`config.mk`:
```
export PLATFORM = sky130hd
export DESIGN_NAME = ones_counter_seq_flat
export DESIGN_NICKNAME = d
export VERILOG_FILES = /design/src/rtl/ones_counter_seq_if.sv /design/src/rtl/ones_counter_seq.sv /design/src/flat_wrapper.sv
export SDC_FILE = /design/constraint.sdc
export NUM_CORES = 1
export LEC_CHECK = 0
export BUFFER_PORTS_ARGS = -buffer_cell sky130_fd_sc_hd__buf_2
export CAP_MARGIN = 20
export CORE_AREA = 5 5 84 164
export CTS_BUF_LIST = sky130_fd_sc_hd__clkbuf_2 sky130_fd_sc_hd__clkbuf_4 sky130_fd_sc_hd__clkbuf_8
export CTS_CLUSTER_DIAMETER = 100
export CTS_CLUSTER_SIZE = 30
export DETAILED_ROUTE_END_ITERATION = 16
export DIE_AREA = 0 0 89 169
export MAX_ROUTING_LAYER = met4
export PLACE_DENSITY_LB_ADDON = 0.2
export SLEW_MARGIN = 30
export SYNTH_ARGS = -nofsm -noshare
export SYNTH_HDL_FRONTEND = slang
export SYNTH_SLANG_ARGS = --single-unit
```
`constraint.sdc`:
```
create_clock -name clk -period 15.7 [get_ports clk]
set_input_delay 3.14 -clock clk [delete_from_list [all_inputs] [get_ports clk]]
set_output_delay 3.14 -clock clk [all_outputs]
set_load 0.01 [all_outputs]
```
`src/rtl/ones_counter_seq_if.sv`:
```
// Handshake bundle for ones_counter_seq: a word input channel and a
// population-count result channel, both valid/ready.
interface ones_counter_seq_if #(
  parameter int WIDTH = 127,
  parameter int ACCW  = 16
);
  logic             in_valid;
  logic             in_ready;
  logic [WIDTH-1:0] in_data;
  logic             in_last;
  logic             in_mode;
  logic             out_valid;
  logic             out_ready;
  logic [ACCW-1:0]  out_count;
  logic             out_ovf;

  // Word source / result consumer side
  modport master (
    output in_valid, in_data, in_last, in_mode, out_ready,
    input  in_ready, out_valid, out_count, out_ovf
  );

  // Counter side
  modport slave (
    input  in_valid, in_data, in_last, in_mode, out_ready,
    output in_ready, out_valid, out_count, out_ovf
  );
endinterface

```
`src/rtl/ones_counter_seq.sv`:
```
// Sequential ones counter. A word is loaded into a shift register and its
// set bits are counted CHUNK at a time into a saturating accumulator, either
// per word or summed over a frame of words terminated by in_last.
module ones_counter_seq #(
  parameter int WIDTH = 127,
  parameter int CHUNK = 16,
  parameter int ACCW  = 16
) (
  input logic                clk,
  input logic                rst_n,
  ones_counter_seq_if.slave  bus
);

  localparam int NCHUNK = (WIDTH + CHUNK - 1) / CHUNK;
  localparam int SHW    = NCHUNK * CHUNK;
  localparam int CNTW   = $clog2(NCHUNK + 1);
  localparam int POPW   = $clog2(CHUNK + 1);

  typedef enum logic [1:0] {
    IDLE  = 2'd0,
    COUNT = 2'd1,
    DONE  = 2'd2
  } state_t;

  state_t          state;
  state_t          state_nxt;
  logic [SHW-1:0]  shreg;
  logic [CNTW-1:0] chunk_cnt;
  logic [ACCW-1:0] acc;
  logic            ovf;
  logic            mode_q;
  logic            last_q;
  logic            mid_frame;
  logic [POPW-1:0] chunk_pop;
  logic [ACCW:0]   sum;
  logic            chunks_done;
  logic            accept;
  logic            consume;

  // The cycle after the last chunk only steers to DONE or back to IDLE
  assign chunks_done = (chunk_cnt == CNTW'(NCHUNK));
  assign accept      = bus.in_valid  && (state == IDLE);
  assign consume     = bus.out_ready && (state == DONE);

  assign bus.out_count = acc;
  assign bus.out_ovf   = ovf;

  // Popcount of the low chunk and the widened sum used for saturation
  always_comb begin
    chunk_pop = '0;
    for (int i = 0; i < CHUNK; i++) begin
      chunk_pop = chunk_pop + POPW'(shreg[i]);
    end
    sum = {1'b0, acc} + (ACCW + 1)'(chunk_pop);
  end

  // State register
  always_ff @(posedge clk) begin
    if (!rst_n) state <= IDLE;
    else        state <= state_nxt;
  end

  // Next state and handshake outputs
  always_comb begin
    state_nxt     = state;
    bus.in_ready  = 1'b0;
    bus.out_valid = 1'b0;
    case (state)
      IDLE: begin
        bus.in_ready = 1'b1;
        if (bus.in_valid) state_nxt = COUNT;
      end
      COUNT: begin
        if (chunks_done) state_nxt = (!mode_q || last_q) ? DONE : IDLE;
      end
      DONE: begin
        bus.out_valid = 1'b1;
        if (bus.out_ready) state_nxt = IDLE;
      end
      default: state_nxt = IDLE;
    endcase
  end

  // Datapath: load, chunked accumulate with saturation, result clear
  always_ff @(posedge clk) begin
    if (!rst_n) begin
      shreg     <= '0;
      chunk_cnt <= '0;
      acc       <= '0;
      ovf       <= 1'b0;
      mode_q    <= 1'b0;
      last_q    <= 1'b0;
      mid_frame <= 1'b0;
    end else begin
      case (state)
        IDLE: begin
          if (accept) begin
            shreg     <= SHW'(bus.in_data);
            last_q    <= bus.in_last;
            chunk_cnt <= '0;
            if (!mid_frame) mode_q <= bus.in_mode;
          end
        end
        COUNT: begin
          if (!chunks_done) begin
            if (sum > {1'b0, {ACCW{1'b1}}}) begin
              acc <= {ACCW{1'b1}};
              ovf <= 1'b1;
            end else begin
              acc <= sum[ACCW-1:0];
            end
            shreg     <= shreg >> CHUNK;
            chunk_cnt <= chunk_cnt + CNTW'(1);
          end else begin
            mid_frame <= mode_q && !last_q;
          end
        end
        DONE: begin
          if (consume) begin
            acc <= '0;
            ovf <= 1'b0;
          end
        end
        default: ;
      endcase
    end
  end

endmodule

```
`src/flat_wrapper.sv`:
```
// flat-port wrapper written by rule: the top's interface ports become plain ports
module ones_counter_seq_flat 
#(
  parameter int WIDTH = 127,
  parameter int CHUNK = 16,
  parameter int ACCW  = 16
)
  (clk, rst_n, bus_in_valid, bus_in_data, bus_in_last, bus_in_mode, bus_out_ready, bus_in_ready, bus_out_valid, bus_out_count, bus_out_ovf);
  ones_counter_seq_if #(.WIDTH(WIDTH), .ACCW(ACCW)) bus_i ();
  input logic clk;
  input logic rst_n;
  input wire logic [$bits(bus_i.in_valid)-1:0] bus_in_valid;
  input wire logic [$bits(bus_i.in_data)-1:0] bus_in_data;
  input wire logic [$bits(bus_i.in_last)-1:0] bus_in_last;
  input wire logic [$bits(bus_i.in_mode)-1:0] bus_in_mode;
  input wire logic [$bits(bus_i.out_ready)-1:0] bus_out_ready;
  output wire logic [$bits(bus_i.in_ready)-1:0] bus_in_ready;
  output wire logic [$bits(bus_i.out_valid)-1:0] bus_out_valid;
  output wire logic [$bits(bus_i.out_count)-1:0] bus_out_count;
  output wire logic [$bits(bus_i.out_ovf)-1:0] bus_out_ovf;
  assign bus_i.in_valid = bus_in_valid;
  assign bus_i.in_data = bus_in_data;
  assign bus_i.in_last = bus_in_last;
  assign bus_i.in_mode = bus_in_mode;
  assign bus_i.out_ready = bus_out_ready;
  assign bus_in_ready = bus_i.in_ready;
  assign bus_out_valid = bus_i.out_valid;
  assign bus_out_count = bus_i.out_count;
  assign bus_out_ovf = bus_i.out_ovf;
  ones_counter_seq #(.WIDTH(WIDTH), .CHUNK(CHUNK), .ACCW(ACCW)) u_core (.clk(clk), .rst_n(rst_n), .bus(bus_i));
endmodule
```
==> results of run 1 <==
-- cells by family after synthesis --
| family | Yosys count | share of synthesized area (%) |
|---|---|---|
| AO/OA/AOI/OAI | 187 | 18.7 |
| XOR/XNOR | 5 | 0.597 |
| adder cells (fa/ha/maj) | 27 | 5.73 |
| buffers and inverters | 96 | 5.22 |
| flip-flops | 153 | 41.8 |
| multiplexers | 114 | 15.6 |
| AND/OR/NAND/NOR | 206 | 12.4 |
-- path summary, 6_finish.rpt --
| check | from | slack [ns] | endpoint |
|---|---|---|---|
| worst min register to register | u_core.last_q$_SDFFE_PN0P_ | 0.48 | u_core.last_q$_SDFFE_PN0P_ |
| worst min-delay path | u_core.last_q$_SDFFE_PN0P_ | 0.48 | u_core.last_q$_SDFFE_PN0P_ |
| worst max register to register | u_core.shreg[0]$_SDFFE_PN0P_ | 10.15 | u_core.bus.out_count[10]$_SDFFE_PN0P_ |
| worst max-delay path | u_core.shreg[0]$_SDFFE_PN0P_ | 10.15 | u_core.bus.out_count[10]$_SDFFE_PN0P_ |
-- cell type report --
type                       count  area share (%)
multi-input combinational    539            46.0
timing repair buffer         156            9.76
tap                          150            2.21
sequential                   153            36.1
clock inverter                13            1.31
clock buffer                  19            3.01
inverter                      35            1.58
-- worst max-delay path, stage by stage (launching register included) --
cell and delay [ns]:
dfxtp_1 0.32, ha_1 0.28, inv_1 0.07, fa_1 0.43, fa_1 0.49, fa_1 0.53, fa_1 0.45, fa_1 0.44
fa_1 0.42, nor2b_1 0.13, o21a_1 0.15, ha_1 0.31, and3_1 0.23, a221oi_1 0.77, o31ai_1 0.18, a211oi_1 0.27
-- metal layers --
| layer | wire (microns) | up-vias | GRT usage [%] |
|---|---|---|---|
| met4 | 476 | 0 | 10.4 |
| met5 | 0 | - | - |
| met2 | 9180 | 175 | 40.1 |
| met3 | 794 | 32 | 3.99 |
| li1 | - | 3103 | - |
| met1 | 7500 | 2842 | 31.0 |
-- cell usage after synthesis (8+ instances only) --
cell type and count:
nand2_1 17, dfxtp_1 153, inv_1 35, mux2i_1 114
ha_1 16, a22oi_1 20, buf_1 12, fa_1 11
a211oi_1 116, a21oi_1 10, nor2_1 137, buf_2 11
o21ai_0 8, nand3_1 13, clkbuf_1 36
-- power breakdown --
group,switching [mW],internal [mW],total [mW]
combinational,0.234,0.184,0.417
sequential,0.0323,0.441,0.474
clock,0.158,0.120,0.278
-- flip-flops by register name, indices dropped and copies added (netlist names) --
name                  count
u_core.bus.out_count     16
u_core.shreg            127
u_core.mid_frame          1
u_core.state              2
u_core.chunk_cnt          4
u_core.mode_q             1
u_core.bus.out_ovf        1
u_core.last_q             1
-- stage by stage --
| step | hold slack [ns] | total power [mW] | instances | cell area (sq um) | utilization, % |
|---|---|---|---|---|---|
| 2_1_floorplan | 0.437 | 0.791 | 788 | 7330 | - |
| 3_3_place_gp | 0.448 | 0.881 | 1032 | 8080 | 65.1 |
| 3_5_place_dp | 0.465 | 0.901 | 1032 | 8080 | 65.1 |
| 4_1_cts | 0.478 | 1.18 | 1064 | 8450 | 68.1 |
| 5_1_grt | 0.498 | 1.26 | 1065 | 8490 | 68.4 |
| 6_report | 0.478 | 1.17 | 1065 | 8490 | 68.4 |
==> results.py, run 1 <==
metrics = {
    "route": {
        "vias": 6152,
        "drc_errors": 0,
        "drt-pass1-iter-count": 4,
        "wl_mm": 18.0,
        "drtIter0Drc": 318,
        "via_per_inst": 5.78,
        "wl_per_cell_microns": 16.9,
        "ant_nets": 0,
    },
    "synthesis": {
        "synth.distinct_cells": 47,
        "synth_area_leaders": "dfxtp_1, mux2i_1, a211oi_1",
        "ys_ff_latch": 153,
        "avgSynthCellArea_sq_um": 9.30,
        "synth-edff-count": 0,
        "yosysTopAreaCellShare_pct": 41.8,
        "postSynthCellCount": 788,
        "yosysWarnings": 0,
        "synth_async_sr_flop_share_pct": 0,
        "ys_seq_area_share_pct": 41.8,
        "yosys.area.top_type": "dfxtp_1",
        "syn_area_sq_um": 7330,
        "syn_nets": 948,
        "ys.flop_type": "dfxtp_1",
    },
    "clock_network": {
        "cts_max_level": 4,
        "clockBufferDepth": 2,
        "cts_num_sinks": 153,
        "cts_tree": "done",
        "clk_pin_slew_ns": 0.09,
        "ctsHoldBuffers": 0,
        "cts_resized": 0,
        "cts_setup_buffers": 0,
        "root_buffer": "clkbuf_8",
        "tritoncts.num_buffers": 17,
        "clkLatencyLatePin_ns": 0.45,
    },
    "global_routing": {
        "antenna_found_initial": 0,
        "grt_overflow": 0,
        "grt_pass1_wl_mm": 28.6,
        "grt_max_degree": 121,
        "grt_use_total_pct": 25.0,
        "grt_pass1_vias": 5928,
    },
    "timing": {
        "rsz0062_at_grt": "no",
        "fin_crit_ns": 5.55,
        "finalCritPeriodShare_pct": 35.4,
        "slew_headroom_pct": 40.6,
        "finalWorstSetupSlack_ns": 10.15,
        "setup-tns-final_ns": 0,
        "final.setup_skew_ns": 0.0177,
        "finalHoldViolCount": 0,
        "slew_violations": 0,
        "tightest_slew_ns": 0.891,
        "setup_viol": 0,
        "fmax_mhz": 180,
    },
    "finish": {
        "final_cell_mix": "dfxtp_1, buf_2, nor2_1",
        "n_antenna_cell": 0,
        "area_growth_pct": 15.8,
        "drive_gt1_share_pct": 21.2,
        "nFillCells": 1049,
        "final_common_cell": "dfxtp_1",
        "multi_input_area_sq_um": 3910,
        "fin_nets": 1062,
        "seq_area_sq_um": 3060,
    },
    "pwr": {
        "power.density_nw_per_um2": 138,
        "ir_drop_mv": 0.0890,
        "p_leak_nw": 3.55,
    },
    "place": {
        "io_buffers": 151,
        "pre_cts_ws_ns": 9.87,
        "hpwlAfterDp_mm": 13.0,
        "place_congestion": 0.844,
    },
    "status": {
        "status": "completed",
    },
    "floorplanning": {
        "start_util_pct": 59.1,
        "core_area_sq_um": 12400,
        "die_y_microns": 169,
        "fp-row-count": 58,
        "io_pins": 152,
        "die_area_sq_um": 15000,
        "die_x_microns": 89,
    },
    "setup_path": {
        "timing.critical_path.required_ns": 16.06,
        "ff2ff_path_depth": 15,
        "cp.arrival_ns": 5.91,
        "crit_path_end_kind": "flip-flop",
        "crit_path_max_fanout": 8,
        "critical_path_class": "reg -> reg",
        "startpoint_type": "flip-flop",
    },
    "job": {
        "maxCapViolCount": 0,
    },
    "worst_hold_path": {
        "hp-class": "reg -> reg",
        "hold_path_depth": 2,
    },
}
(Power assumes the default switching activity.)
==> run 2, diff against run 1 <==
ABC_AREA = 1   (was unset)
CORE_AREA = 5 5 91 177   (was 5 5 84 164)
DIE_AREA = 0 0 96 182   (was 0 0 89 169)
clock period = 5 ns   (was 15.7 ns; I/O delays follow)
==> run 2 against run 1 <==
Cell count grew 23%. Clock power grew to 3.5 times the previous value. Power grew to 5.1 times the previous value. Utilization shrank 11 points. Area after synthesis shrank 0.89%. Sequential power grew to 4.0 times the previous value. Count of clock-buffer cells in the layout shrank 1. Global-route usage shrank 1.9 points. Critical path depth grew 3. Largest cell class unchanged.
==> results.py, run 2 <==
metrics = {
    "route": {
        "wl_mm": 19.7,
        "wl_per_cell_microns": 15.1,
        "ant_nets": 0,
        "drtIter0Drc": 358,
        "drc_errors": 0,
        "via_per_inst": 5.34,
        "drt-pass1-iter-count": 5,
        "vias": 6976,
    },
    "finish": {
        "nFillCells": 1469,
        "multi_input_area_sq_um": 3690,
        "n_antenna_cell": 0,
        "fin_area_sq_um": 8440,
        "largest_reg_flops": 127,
        "drive_gt1_share_pct": 19.1,
        "area_growth_pct": 16.1,
        "final_cell_mix": "nand2_1, dfxtp_1, buf_2",
        "final_util_pct": 57.6,
        "max_flop_register": "u_core.shreg",
        "final_common_cell": "nand2_1",
        "seq_area_sq_um": 3060,
        "fin_nets": 1258,
    },
    "global_routing": {
        "grtUsageMet1_pct": 29.7,
        "use_met3_pct": 3.44,
        "grt_max_degree": 141,
        "grt_pass1_wl_mm": 31.1,
        "grt_use_total_pct": 23.1,
        "grt_overflow": 0,
        "antenna_found_initial": 0,
        "grt-busiest-layer": "met2",
        "grtUsageMet2_pct": 37.2,
        "grt_pass1_vias": 6526,
    },
    "timing": {
        "finalCritPeriodShare_pct": 95.0,
        "setup-tns-final_ns": 0,
        "setup_viol": 0,
        "fin_crit_ns": 4.75,
        "fmax_mhz": 210,
        "final.setup_skew_ns": 0.0129,
        "slew_headroom_pct": 42.4,
        "slew_violations": 0,
        "tightest_slew_ns": 0.864,
        "finalHoldViolCount": 0,
    },
    "floorplanning": {
        "core_area_sq_um": 14700,
        "start_util_pct": 49.6,
        "fp-row-count": 63,
        "die_area_sq_um": 17500,
        "io_pins": 152,
        "die_x_microns": 96,
        "die_y_microns": 182,
    },
    "synthesis": {
        "synth.most_common_cell": "nand2_1",
        "postSynthCellCount": 989,
        "ys_ff_latch": 153,
        "ys_seq_area_share_pct": 42.1,
        "synth_area_leaders": "dfxtp_1, nand2_1, a31oi_1",
        "synthTopCellsByCount": "nand2_1, dfxtp_1, a31oi_1",
        "synth_async_sr_flop_share_pct": 0,
        "synth-edff-count": 0,
        "syn_nets": 1149,
        "yosys.area.top_type": "dfxtp_1",
        "yosysTopAreaCellShare_pct": 42.1,
        "syn_area_sq_um": 7270,
        "yosysWarnings": 0,
        "ys.flop_type": "dfxtp_1",
        "synth.distinct_cells": 32,
        "avgSynthCellArea_sq_um": 7.35,
    },
    "setup_path": {
        "rr_endpoint": "u_core.bus.out_count[5]$_SDFFE_PN0P_",
        "crit_path_end_kind": "flip-flop",
        "crit_path_max_fanout": 7,
        "startpoint_type": "flip-flop",
        "rr_startpoint": "u_core.shreg[0]$_SDFFE_PN0P_",
        "timing.critical_path.required_ns": 5.31,
        "rrSetupSlack_ns": 0.25,
        "cp.arrival_ns": 5.06,
        "critical_path_class": "reg -> reg",
        "ff2ff_path_depth": 18,
    },
    "clock_network": {
        "cts_num_sinks": 153,
        "clockBufferDepth": 2,
        "clk_pin_slew_ns": 0.09,
        "tritoncts.num_buffers": 17,
        "cts_max_level": 4,
        "root_buffer": "clkbuf_8",
        "cts_tree": "done",
        "clkLatencyLatePin_ns": 0.44,
        "ctsHoldBuffers": 0,
    },
    "pwr": {
        "ir_drop_mv": 0.492,
        "internal_power_mw": 3.25,
        "clockPowerShare_pct": 16.3,
        "p_sw_mw": 2.69,
        "seqPwrFrac_pct": 32.0,
        "power.total_mw": 5.94,
        "pwr-share-comb_pct": 51.7,
        "p_leak_nw": 3.60,
        "power_switching_share_pct": 45.3,
        "power.density_nw_per_um2": 704,
    },
    "job": {
        "maxCapViolCount": 0,
    },
    "place": {
        "hpwlAfterDp_mm": 13.9,
        "io_buffers": 151,
        "place_congestion": 0.902,
        "placed_area_sq_um": 7980,
    },
    "worst_hold_path": {
        "min_to": "u_core.shreg[112]$_SDFFE_PN0P_",
        "hp-class": "reg -> reg",
        "hp-start": "u_core.shreg[112]$_SDFFE_PN0P_",
        "hold_path_depth": 2,
    },
    "status": {
        "status": "completed",
    },
}
## run 2: cell type report
| cell class | count | area share, % |
|---|---|---|
| clock buffer | 18 | 2.86 |
| clock inverter | 14 | 1.90 |
| inverter | 55 | 2.54 |
| multi-input combinational | 711 | 43.7 |
| sequential | 153 | 36.3 |
| tap | 195 | 2.89 |
| timing repair buffer | 160 | 9.80 |
## run 2: power by group through the flow
| stage | clock, mW | combinational (mW) | sequential, mW |
|---|---|---|---|
| 2_1_floorplan | 0 | 2.47 | 1.84 |
| 6_report | 0.967 | 3.07 | 1.90 |
| 5_1_grt | 1.03 | 3.57 | 1.95 |
| 3_5_place_dp | 0 | 2.99 | 1.92 |
| 3_3_place_gp | 0 | 2.89 | 1.91 |
| 4_1_cts | 0.984 | 2.99 | 1.90 |
## run 2: worst max path at each step
stage                     slack (ns)                                    to  cells after the start                          from
after global placement          0.15  u_core.bus.out_count[2]$_SDFFE_PN0P_                     18  u_core.shreg[0]$_SDFFE_PN0P_
after global routing          -0.002  u_core.bus.out_count[9]$_SDFFE_PN0P_                     21  u_core.shreg[0]$_SDFFE_PN0P_
after CTS                      0.005  u_core.bus.out_count[5]$_SDFFE_PN0P_                     18  u_core.shreg[0]$_SDFFE_PN0P_
after floorplan                 0.41  u_core.bus.out_count[4]$_SDFFE_PN0P_                     18  u_core.shreg[0]$_SDFFE_PN0P_
final                           0.25  u_core.bus.out_count[5]$_SDFFE_PN0P_                     18  u_core.shreg[0]$_SDFFE_PN0P_
after detailed placement       -0.04  u_core.bus.out_count[5]$_SDFFE_PN0P_                     18  u_core.shreg[0]$_SDFFE_PN0P_
## run 2: worst max-delay path, cell delays in order (launching register included)
cell and delay [ns]:
dfxtp_1 0.32, ha_1 0.28, inv_1 0.07, fa_1 0.43, fa_1 0.48, fa_1 0.54, fa_1 0.43, fa_2 0.36
fa_2 0.35, o21ai_1 0.17, ha_1 0.30, nand2_1 0.13, inv_1 0.05, nand2_1 0.10, nand3_4 0.12, nand3_4 0.15
inv_2 0.09, o21ai_0 0.17, a21oi_1 0.08
## run 2: through the flow
stage	hold slack (ns)	cells	setup WS [ns]
after detailed placement	0.457	1271	-0.0379
after global placement	0.450	1271	0.146
after CTS	0.467	1303	0.00476
after floorplan	0.440	989	0.407
final	0.468	1306	0.249
after global routing	0.483	1306	-0.00185
## run 2: layer usage
metal  vias up  part of all wire, %
met2       192                   50
li1       3551                    -
met5         -                    0
met1      3207                   43
met4         0                  2.0
met3        26                  4.9
## run 2: repair_timing
action / in CTS / in global routing
pin swaps: 0 / 4
gates resized for setup: 1 / 9
gates cloned: 0 / 0
setup buffers: 0 / 3
setup endpoints to repair: 7 / 17
## run 2: kinds of logic (layout without fill, tap and decap cells)
kind of cell	Yosys count	count (layout)	share of synthesized area (%)
xor gates and xnor gates	7	7	0.844
DFF	153	153	42.1
buffers and inverters	125	247	7.68
and+or+nand+nor	386	386	21.5
adders and majority gates	27	27	5.79
AOI/OAI and AO/OA	291	291	22.1
==> run 3, diff against run 2 <==
CORE_AREA = 5 5 86 168   (was 5 5 91 177)
DIE_AREA = 0 0 91 173   (was 0 0 96 182)
clock period = 5.35 ns   (was 5 ns; I/O delays follow)
==> run 3 against run 2 <==
Sequential share of layout area is 0.48 points higher. Sequential cell count stayed put. Combinational power is 7% lower. Critical path type unchanged. Highest routed layer unchanged. Clock skew is 0.0017 ns higher. Routed wire length is 0.24% higher.
==> results.py, run 3 (synthesis gave the netlist of run 2 again) <==
metrics = {
    "floorplanning": {
        "die_area_sq_um": 15700,
        "core_area_sq_um": 12900,
        "io_pins": 152,
        "start_util_pct": 56.3,
        "die_y_microns": 173,
        "fp-row-count": 59,
        "die_x_microns": 91,
    },
    "finish": {
        "final_cell_mix": "nand2_1, dfxtp_1, buf_2",
        "largest_reg_flops": 127,
        "final_util_pct": 64.5,
        "n_antenna_cell": 0,
        "area_growth_pct": 14.6,
        "final_cells": 1259,
        "fin_nets": 1255,
        "drive_gt1_share_pct": 18.2,
        "final_common_cell": "nand2_1",
        "max_flop_register": "u_core.shreg",
        "fin_area_sq_um": 8330,
    },
    "setup_path": {
        "max_stage_delay_ns": 0.53,
        "cp.arrival_ns": 5.36,
        "critical_path_class": "reg -> reg",
        "crit_path_end_kind": "flip-flop",
        "startpoint_type": "flip-flop",
        "crit_path_max_fanout": 8,
        "crit_path_cell_trace": "ha_1, inv_1, fa_1, fa_1, fa_1, fa_1, fa_1, fa_1, o21ai_0, ha_1, nand2_1, inv_1, nand2_1, nand3_2, nand3_2, inv_2, o21ai_0, a21oi_1",
        "cpMostUsedCell": "fa_1",
        "timing.critical_path.required_ns": 5.66,
        "slowest_stage": "fa_1",
    },
    "clock_network": {
        "cts_resized": 0,
        "cts_setup_buffers": 0,
        "cts_tree": "done",
        "cts_num_sinks": 153,
        "tritoncts.num_buffers": 17,
        "root_buffer": "clkbuf_8",
        "clkLatencyLatePin_ns": 0.43,
        "clk_pin_slew_ns": 0.09,
        "clockBufferDepth": 2,
        "ctsHoldBuffers": 0,
        "cts_max_level": 4,
    },
    "route": {
        "wl_mm": 19.8,
        "drtIter0Drc": 454,
        "vias": 6968,
        "via_per_inst": 5.53,
        "ant_nets": 0,
        "drt-pass1-iter-count": 5,
        "wl_per_cell_microns": 15.7,
        "drc_errors": 0,
    },
    "global_routing": {
        "grt_use_total_pct": 25.6,
        "antenna_found_initial": 0,
        "grt_pass1_vias": 6770,
        "grt_pass1_wl_mm": 32.1,
        "grt_overflow": 0,
        "grt_max_degree": 120,
    },
    "place": {
        "pre_cts_ws_ns": 0.288,
        "hpwlAfterDp_mm": 14.2,
        "place_congestion": 0.916,
        "placed_cells": 1228,
        "io_buffers": 151,
        "placed_area_sq_um": 7950,
    },
    "timing": {
        "finalWorstSetupSlack_ns": 0.299,
        "setup_viol": 0,
        "tightest_slew_ns": 0.844,
        "finalHoldViolCount": 0,
        "whs_ns": 0.466,
        "slew_violations": 0,
        "slew_headroom_pct": 43.7,
        "fmax_mhz": 198,
        "setup-tns-final_ns": 0,
        "finalCritPeriodShare_pct": 94.4,
        "final.setup_skew_ns": 0.0145,
        "rsz0062_at_grt": "no",
        "fin_crit_ns": 5.05,
    },
    "pwr": {
        "ir_drop_mv": 1.05,
        "power.total_mw": 5.47,
        "power.density_nw_per_um2": 657,
        "p_leak_nw": 3.58,
    },
    "worst_hold_path": {
        "hp-class": "reg -> reg",
    },
    "status": {
        "status": "completed",
    },
    "job": {
        "maxCapViolCount": 0,
    },
}
run 3: power breakdown:
group          internal (mW)  switching, mW  total (mW)
Combinational           1.01           1.86        2.87
Clock                  0.379          0.466       0.845
Sequential              1.55          0.215        1.76
Total                   2.93           2.54        5.47
run 3: final timing paths:
check / depth (start not counted) / from / endpoint / slack (ns)
worst max-delay path: 18 / u_core.shreg[0]$_SDFFE_PN0P_ / u_core.bus.out_count[3]$_SDFFE_PN0P_ / 0.30
worst min-delay path: 2 / u_core.shreg[26]$_SDFFE_PN0P_ / u_core.shreg[10]$_SDFFE_PN0P_ / 0.47
worst max register to register: 18 / u_core.shreg[0]$_SDFFE_PN0P_ / u_core.bus.out_count[3]$_SDFFE_PN0P_ / 0.30
worst min register to register: 2 / u_core.shreg[26]$_SDFFE_PN0P_ / u_core.shreg[10]$_SDFFE_PN0P_ / 0.47
run 3: final cells by class:
| type | count | area, sq um |
|---|---|---|
| Sequential cell | 153 | 3060 |
| Tap cell | 152 | 190 |
| Clock inverter | 14 | 136 |
| Multi-Input combinational cell | 711 | 3660 |
| Clock buffer | 17 | 234 |
| Inverter | 55 | 213 |
| Timing Repair Buffer | 157 | 832 |
| Fill cell | 1213 | 4590 |
run 3: worst max-delay path, delay by kind of cell (launching register included):
kind	cells	cell delay [ns]
fa+ha+maj	8	3.32
flops	1	0.32
buf+inv	3	0.20
compound gates	3	0.51
simple gates	4	0.59
run 3: routing by layer:
layer / GRT usage [%] / up-vias / share of wire [%]
met5: - / - / 0
met4: 10.5 / 0 / 3.2
met3: 3.35 / 41 / 4.2
met2: 45.0 / 199 / 54
met1: 28.6 / 3177 / 39
li1: - / 3551 / -
